File: src/rtl/zelda_pkg.sv
// Shared definitions for the levelmap collision path: screen geometry,
// direction codes, mover request record and scheduler state encoding.
package zelda_pkg;

    localparam int SCREEN_W   = 320;
    localparam int SCREEN_H   = 240;
    localparam int MAP_ADDR_W = 17;
    localparam int X_W        = 9;
    localparam int Y_W        = 8;
    localparam int DIR_W      = 3;

    typedef enum logic [DIR_W-1:0] {
        DIR_NO_ACTION = 3'd0,
        DIR_ATTACK    = 3'd1,
        DIR_UP        = 3'd2,
        DIR_DOWN      = 3'd3,
        DIR_LEFT      = 3'd4,
        DIR_RIGHT     = 3'd5
    } dir_e;

    // Position and intent of one mover, captured at arbitration time.
    typedef struct packed {
        logic [X_W-1:0]   x;
        logic [Y_W-1:0]   y;
        logic [DIR_W-1:0] dir;
    } mover_req_t;

    typedef enum logic [1:0] {
        ST_IDLE,
        ST_FETCH,
        ST_DRAIN,
        ST_DONE
    } cms_state_e;

    // Linear levelmap address; the 17-bit product wraps by construction.
    function automatic logic [MAP_ADDR_W-1:0] map_addr(input logic [X_W-1:0] x,
                                                      input logic [Y_W-1:0] y);
        return MAP_ADDR_W'(y) * MAP_ADDR_W'(SCREEN_W) + MAP_ADDR_W'(x);
    endfunction

endpackage

File: src/rtl/collision_corner_gen.sv
// Combinational corner generator: displaces a mover's top-left point by one
// move step and selects one of the four box corners, producing the ROM
// address and an off-screen flag.
// Optional feature macro: COLLISION_BOUNDS_CHECK_EN (off-screen detection);
// without it out_of_bounds is tied low and wrapped addresses go to the ROM.
module collision_corner_gen
    import zelda_pkg::*;
#(
    parameter int BOX  = 16,
    parameter int STEP = 1
) (
    input  logic [X_W-1:0]        x,
    input  logic [Y_W-1:0]        y,
    input  logic [DIR_W-1:0]      dir,
    input  logic [1:0]            k,
    output logic [X_W-1:0]        corner_x,
    output logic [Y_W-1:0]        corner_y,
    output logic [MAP_ADDR_W-1:0] rom_addr,
    output logic                  out_of_bounds
);

    logic [X_W-1:0] dx;
    logic [Y_W-1:0] dy;

    // Step offset for the requested direction; non-move codes probe in place.
    always_comb begin
        dx = '0;
        dy = '0;
        case (dir)
            DIR_UP:    dy = Y_W'(-STEP);
            DIR_DOWN:  dy = Y_W'(STEP);
            DIR_LEFT:  dx = X_W'(-STEP);
            DIR_RIGHT: dx = X_W'(STEP);
            default:   ;
        endcase
    end

    // k[0] selects the right edge, k[1] the bottom edge; sums wrap naturally.
    always_comb begin
        corner_x = x + dx + (k[0] ? X_W'(BOX) : '0);
        corner_y = y + dy + (k[1] ? Y_W'(BOX) : '0);
        rom_addr = map_addr(corner_x, corner_y);
`ifdef COLLISION_BOUNDS_CHECK_EN
        out_of_bounds = (corner_x > X_W'(SCREEN_W - 1)) || (corner_y > Y_W'(SCREEN_H - 1));
`else
        out_of_bounds = 1'b0;
`endif
    end

endmodule

File: src/rtl/collision_map_scheduler.sv
// Round-robin scheduler sharing one single-port levelmap ROM among N_REQ
// movers. Each served mover gets its four displaced box corners probed and a
// per-mover blocked result with a one-cycle done pulse.
// Optional feature macro: COLLISION_BOUNDS_CHECK_EN (off-screen corners block).
module collision_map_scheduler
    import zelda_pkg::*;
#(
    parameter int N_REQ = 2,
    parameter int BOX   = 16,
    parameter int STEP  = 1
) (
    input  logic                    clock,
    input  logic                    reset,
    input  logic [N_REQ-1:0]        req,
    input  logic [X_W*N_REQ-1:0]    req_x,
    input  logic [Y_W*N_REQ-1:0]    req_y,
    input  logic [DIR_W*N_REQ-1:0]  req_dir,
    output logic [N_REQ-1:0]        done,
    output logic [N_REQ-1:0]        blocked,
    output logic                    busy,
    output logic [MAP_ADDR_W-1:0]   rom_addr,
    input  logic                    rom_q
);

    localparam int IDX_W = (N_REQ > 1) ? $clog2(N_REQ) : 1;

    cms_state_e      state, state_nxt;
    logic [IDX_W-1:0] rr_ptr, win_idx, cur_idx;
    logic             grant;
    mover_req_t       sel_req, cur_req, gen_req;
    logic [1:0]       k, gen_k;
    logic             acc;
    logic             addr_oob;   // off-screen flag of the address on rom_addr
    logic             data_oob;   // same flag, aligned with rom_q
    logic [MAP_ADDR_W-1:0] gen_addr;
    logic             gen_oob;
    // Probe coordinates are only needed for debug visibility.
    logic [X_W+Y_W-1:0] corner_unused;

    // Round-robin pick: first requester strictly after rr_ptr, wrapping.
    always_comb begin
        grant   = 1'b0;
        win_idx = rr_ptr;
        for (int i = 1; i <= N_REQ; i++) begin
            if (!grant && req[IDX_W'((int'(rr_ptr) + i) % N_REQ)]) begin
                grant   = 1'b1;
                win_idx = IDX_W'((int'(rr_ptr) + i) % N_REQ);
            end
        end
    end

    // Slice the winner's fields out of the packed request buses.
    always_comb begin
        sel_req.x   = req_x[win_idx*X_W +: X_W];
        sel_req.y   = req_y[win_idx*Y_W +: Y_W];
        sel_req.dir = req_dir[win_idx*DIR_W +: DIR_W];
    end

    // Corner 0 is generated from live inputs during IDLE so its address is
    // registered on the same edge that latches the request; later corners
    // come from the latched copy one index ahead of k.
    always_comb begin
        gen_req = (state == ST_IDLE) ? sel_req : cur_req;
        gen_k   = (state == ST_IDLE) ? 2'd0 : k + 2'd1;
    end

    collision_corner_gen #(
        .BOX  (BOX),
        .STEP (STEP)
    ) u_corner (
        .x             (gen_req.x),
        .y             (gen_req.y),
        .dir           (gen_req.dir),
        .k             (gen_k),
        .corner_x      (corner_unused[X_W+Y_W-1:Y_W]),
        .corner_y      (corner_unused[Y_W-1:0]),
        .rom_addr      (gen_addr),
        .out_of_bounds (gen_oob)
    );

    // State register; reset aborts any operation in flight.
    always_ff @(posedge clock or negedge reset) begin
        if (!reset) state <= ST_IDLE;
        else        state <= state_nxt;
    end

    // Next-state: IDLE -> FETCH (4 corners) -> DRAIN -> DONE -> IDLE.
    always_comb begin
        state_nxt = state;
        case (state)
            ST_IDLE:  if (grant) state_nxt = ST_FETCH;
            ST_FETCH: if (k == 2'd3) state_nxt = ST_DRAIN;
            ST_DRAIN: state_nxt = ST_DONE;
            ST_DONE:  state_nxt = ST_IDLE;
            default:  state_nxt = ST_IDLE;
        endcase
    end

    assign busy = (state != ST_IDLE);

    // Datapath: latch request, walk corner addresses, fold ROM data into acc,
    // publish the result on the winner's done/blocked bits.
    always_ff @(posedge clock or negedge reset) begin
        if (!reset) begin
            rr_ptr   <= IDX_W'(N_REQ - 1);
            cur_idx  <= '0;
            cur_req  <= '0;
            k        <= '0;
            acc      <= 1'b1;
            addr_oob <= 1'b0;
            data_oob <= 1'b0;
            rom_addr <= '0;
            done     <= '0;
            blocked  <= '0;
        end else begin
            done     <= '0;
            data_oob <= addr_oob;
            case (state)
                ST_IDLE: begin
                    if (grant) begin
                        cur_req  <= sel_req;
                        cur_idx  <= win_idx;
                        rr_ptr   <= win_idx;
                        k        <= 2'd0;
                        rom_addr <= gen_addr;
                        addr_oob <= gen_oob;
                    end
                end
                ST_FETCH: begin
                    if (k != 2'd0) acc <= acc & rom_q & ~data_oob;
                    if (k != 2'd3) begin
                        k        <= k + 2'd1;
                        rom_addr <= gen_addr;
                        addr_oob <= gen_oob;
                    end
                end
                ST_DRAIN: acc <= acc & rom_q & ~data_oob;
                ST_DONE: begin
                    done[cur_idx]    <= 1'b1;
                    blocked[cur_idx] <= ~acc;
                    acc              <= 1'b1;
                end
                default: ;
            endcase
        end
    end

endmodule

File: config.mk
export PLATFORM = sky130hd
export DESIGN_NAME = collision_map_scheduler
export DESIGN_NICKNAME = d
export VERILOG_FILES = /design/src/rtl/zelda_pkg.sv /design/src/rtl/collision_corner_gen.sv /design/src/rtl/collision_map_scheduler.sv
export SDC_FILE = /design/constraint.sdc
export NUM_CORES = 1
export LEC_CHECK = 0
export BUFFER_PORTS_ARGS = -buffer_cell sky130_fd_sc_hd__buf_4
export CAP_MARGIN = 10
export CORE_UTILIZATION = 45
export CTS_CLUSTER_SIZE = 20
export DETAILED_ROUTE_END_ITERATION = 12
export GPL_TIMING_DRIVEN = 1
export MAX_ROUTING_LAYER = met4
export PLACE_DENSITY = 0.77
export RECOVER_POWER = 100
export REMOVE_ABC_BUFFERS = 1
export SETUP_SLACK_MARGIN = 0.5
export SYNTH_ARGS = -nofsm -noshare
export SYNTH_HDL_FRONTEND = slang
export SYNTH_HIERARCHICAL = 1
export SYNTH_SLANG_ARGS = --single-unit
File: constraint.sdc
create_clock -name clock -period 15 [get_ports clock]
set_clock_uncertainty 0.2 [all_clocks]
set_input_delay 0.75 -clock clock [delete_from_list [all_inputs] [get_ports clock]]
set_output_delay 0.75 -clock clock [all_outputs]
set_load 0.1 [all_outputs]
Yosys cells after proc, flatten, opt, wreduce, memory -nomap -nowiden:

Cells that the tools add are included.

* flip-flop bits (word level): 50
* bits in latches: 0
* bits in writable memories: 0
* bits in read-only memories: 0
* bits of input ports: 45
* output and inout port bits: 22
* memories kept: 0

* $add $sub $neg: 8
* multiply operators: 3
* divide/modulo/power cells: 0
* order comparisons: 4
* equal/unequal tests: 13
* shift operators: 3
* multiplexer cells: 32
* bitwise operators: 4
* reductions and logical operators: 12

Operators by type and width (number)
* 17-bit two-way mux: 2
* 17-bit one-hot mux with 2 select lines: 1
* 20-bit two-way mux: 1
* 9-bit adder: 2
* 9-bit one-hot mux with 2 select lines: 1
* 18-bit by 6-bit indexed part select with 9-bit output: 1
* 17-bit by 9-bit adder with 17-bit output: 1
* 8-bit adder: 2
* 8-bit one-hot mux with 2 select lines: 1
* 16-bit by 5-bit indexed part select with 8-bit output: 1
* 1-bit two-way mux: 12
* 2-bit two-way mux: 6
* 8-bit by 3-bit multiplier with 11-bit output, second input constant: 1
* 5-bit two-way mux: 2
* 2-bit != test, second input constant: 5
* 2-bit one-hot mux with 4 select lines: 1
* 2-bit equality test, second input constant: 3
* 3-bit by 2-bit equality test with 1-bit output, second input constant: 2
* 3-bit equality test, second input constant: 2
* 1-bit by 3-bit < comparator with 1-bit output, second input constant: 2
* 2-bit AND reduction: 3
* 2-bit nonzero test: 3
* 6-bit by 4-bit indexed part select with 3-bit output: 1
* 1-bit by 4-bit multiplier with 5-bit output, second input constant: 1
* other kinds (18): 22

Logic depth before layout (Yosys ltp):

* depth in word-level cells: 19
* mapped depth: 26

Cells and area by module:

The synthesis kept the hierarchy.

Modules (own cells, without submodules)
* collision_map_scheduler: times used 1, cells an instance 229, area an instance 2414.8 um2, sequential area each 1253.7 um2
* collision_corner_gen: times used 1, cells an instance 157, area an instance 1408.9 um2, sequential area each 0.0 um2

Worst setup path before layout:

OpenSTA, ideal clock, no wires.

* kind: input to register
* start point: in req[0]
* end point: reg rom_addr[16]
* library setup time: 0.069 ns
* arrival time: 5.557 ns
* data required time: 14.731 ns
* path slack: 9.173 ns
* stages: 23
* buffers on the path: 1
* cell sequence: xnor2_1 > buf_2 > mux2i_1 > a21oi_1 > and2b_1 > nor2b_1 > ha_1 > ha_1 > fa_1 > a21o_1 > a21oi_1 > o21bai_1 > a21oi_1 > xnor2_1 > inv_1 > fa_1 > and2b_1 > o21ai_1 > nor3_1 > nand2_1 > o41ai_2 > mux2_1 > mux2_2

RTL lines
* from (decl): RTL line collision_map_scheduler.sv:14 `input logic [N_REQ-1:0] req,`
* to (signal assigned): RTL line collision_map_scheduler.sv:125 `rom_addr <= gen_addr;`
* to (signal assigned): RTL line collision_map_scheduler.sv:133 `rom_addr <= gen_addr;`
* to (decl): RTL line collision_map_scheduler.sv:21 `output logic [MAP_ADDR_W-1:0] rom_addr,`

==> results.md <==
- Run status: finished with violations
- Violations in the final reports: capacitance limit, slew limit
- Number of antenna repair diodes: 0
- TritonCTS clock tree: built
- Maximum net fanout on the critical path: 48
- Gp weighted congestion: 0.8020
- Global-route wire length before repair: ~12000 µm
- Leading area contributor after synthesis: dfrtp_1
- Post-Synthesis Mean Instance Area: 9.906 µm²
- Final Worst Setup Slack: 7.472 ns
- CTS max path bufs: 2
- Antenna violations before repair: 0
- DRT Wirelength: 7429 µm
- Standard-cell rows: 33
- Die X: 94.18 µm
- Relative max-transition margin: -83.18%
- First DRT Iteration DRCs: 128
- Post-Route Hold Slack: 0.1854 ns
- Post-synth EDFFs: 0
- Worst setup SP type: register
- Final ANT Viol Nets: 0
- Number of warnings issued by yosys: 6
- Number of hold-repair buffers added at the cts stage: 0
- Period Utilization, post-route: 50.19%
- Setup repair bufs after CTS: 0
- Synthesized instance count: 386
- Total of cells resized after clock tree synthesis: 0
- First-pass detailed-route iteration total: 4
- Kind of critical path: register to register
- Count of distinct cell types in the synthesized netlist: 51
- Clock-pin transition on the worst setup and hold timing paths: 0.10 ns
- Final sum of negative setup slack: 0 ns
- H-tree depth: 2
- Endpoint type of the worst setup path: register
- Top post-synthesis cells by area: dfrtp_1 31%, ha_1 15%, mux2i_1 5.8%
- Total of buffers placed on input and output ports: 65
- Highest achievable clock rate: 0.1328 GHz
- Initial Util: 46.54%
- Clk sink count: 50
- Number of fillers in the final layout: 742
- Largest net degree at the start of global routing: 51
- Ys flop type: dfrtp_1
- Vert. Die Dim: between 90 and 100 µm
- Area added between synthesis and finish: 14.23%
- Cell area after synthesis: 0.003824 mm²
- Global router's overall resource usage: between 10% and 20%
- Worst endpoint data arrival time: 7.58 ns
- Remaining global-route overflow: 0
- Type of the most critical hold path: register to register
- Count of final hold-check violations: 0
- Via count of the first global-routing pass: 2734
- Standard cell core area: 0.008217 mm²
- Number of endpoints failing setup at the final stage: 0
- Yosys reg bits: 50
- Count of boundary I/O pins: 67
- Critical Path Slowest Stage Cell: clkbuf_1
- Share of synthesized flip-flops with an asynchronous set or reset: 100.0%
- Vias after detailed routing: 2847
- Register area share after synthesis: 32.79%
- Fraction of post-synthesis cell area in the top cell type by area: 31.41%
- Clock insertion delay at the later pin of the skew report: 0.31 ns
- Cell at the root of the clock tree: clkbuf_8
- Library cell with the highest instance count after synthesis: dfrtp_1
- Number of vias per cell after detailed routing: 5.205
- Top Family by Delay on Critical Path: simple AND/OR/NAND/NOR gates
- Worst-Margin Slew: roughly 2.7 ns
- Worst stage delay on the critical path: approximately 1.4 ns
- DP Area: about 0.0043 mm²
- Total non-filler cell area in the finished layout: 0.004368 mm²
- Setup repair after global routing missed its margin: false
- Worst slack at placement: 7.902 ns
- Number of CTS-inserted buffers: 5
- Nets: 539
- DIE AREA: approximately 0.0089 mm²
- Final period demand of the worst path: 7.528 ns
- Ratio of cells with drive above 1 in the final layout: 19.68%
- Post-route DRC violation count: 0
- Ranking of synthesized cells by instance count: 48 x dfrtp_1, 47 x ha_1, 30 x a21oi_1, 28 x nand2_1, 27 x nor2_1
- Data required, critical path: 15.05 ns
- CP bufs+invs: 3
- Critical path, cell by cell: inv_1, ha_1, clkbuf_1, nor2_1, a21oi_1, and2b_1, nor2b_1, ha_1, ha_1, fa_1, a21o_1, a21oi_1, o21bai_1, a21oi_1, xnor2_1, inv_1, fa_1, and2b_1, o21ai_0, nor3_1, nand2_1, o41ai_2, mux2_1, mux2_2
- Slew Limit Fails: about 120
- Half-perimeter wire length after placement: ~5500 µm
- Post-detailed-route wirelength per cell: 13.58 µm
- Max-cap viol count: 3
-- path summary, 6_finish.rpt --
| check | from | to | slack [ns] | cells after the start |
|---|---|---|---|---|
| worst min register to register | addr_oob | data_oob | 0.19 | 0 |
| max in group asynchronous | reset | k[0] | 11.95 | 1 |
| worst max-delay path | state[0] | rom_addr[16] | 7.47 | 24 |
| worst min-delay path | addr_oob | data_oob | 0.19 | 0 |
| min in group asynchronous | reset | rom_addr[14] | 1.10 | 1 |
| worst max register to register | state[0] | rom_addr[16] | 7.47 | 24 |
-- routing by layer --
metal	routed length, µm	global-route usage [%]	vias to the layer above
met1	3374	21.78	1361
met5	0	-	-
li1	-	-	1427
met3	227	2.670	8
met4	123	5.385	0
met2	3704	30.80	51
-- cell usage in the layout (no fill, tap or decap), drive strengths merged, types with 3 or more instances in the layout --
master / synthesis / layout
o21bai: 4 / 4
a21oi: 33 / 33
xor2: 10 / 10
and2b: 3 / 3
a21o: 6 / 6
o21ai: 28 / 28
mux2: 20 / 20
nor3: 3 / 3
mux2i: 22 / 22
inv: 27 / 28
ha: 47 / 47
nor2b: 7 / 7
clkbuf: 7 / 30
xnor2: 21 / 21
nand2: 28 / 28
dfrtp: 48 / 48
buf: 13 / 43
fa: 6 / 6
nor2: 27 / 27
-- layout make-up --
cell class | count | area [µm²] | share of cell area [%]
clock inverter | 3 | 48.80 | 1.117
clock buffer | 5 | 68.82 | 1.575
tap | 105 | 131.4 | 3.008
sequential | 50 | 1254 | 28.70
inverter | 27 | 101.3 | 2.320
multi-input combinational | 289 | 2347 | 53.74
timing repair buffer | 68 | 416.7 | 9.539
-- registers in the layout, indices dropped and copies added, names as in the netlist --
| register | flops |
|---|---|
| cur_req | 20 |
| acc | 1 |
| blocked | 2 |
| k | 2 |
| addr_oob | 1 |
| rr_ptr | 1 |
| state | 2 |
| cur_idx | 1 |
| rom_addr | 17 |
| done | 2 |
| data_oob | 1 |
-- per-stage QoR --
step,utilization [%],instances
floorplan,-,366
global placement,52.93,538
detailed placement,52.93,538
CTS,54.36,546
global route,53.16,547
finish,53.16,547
-- cells by family after synthesis --
| family | share of synthesized area, % |
|---|---|
| adders and majority gates | 18.52 |
| and+or+nand+nor | 9.620 |
| xor gates and xnor gates | 7.493 |
| other | 0.09807 |
| buffers and inverters | 5.694 |
| DFF | 32.79 |
| muxes | 11.65 |
| AOI/OAI and AO/OA | 14.14 |
Power is left out: the tool's default activity adds up to more than one toggle a clock period on the data nets, which glitch-free logic cannot reach.
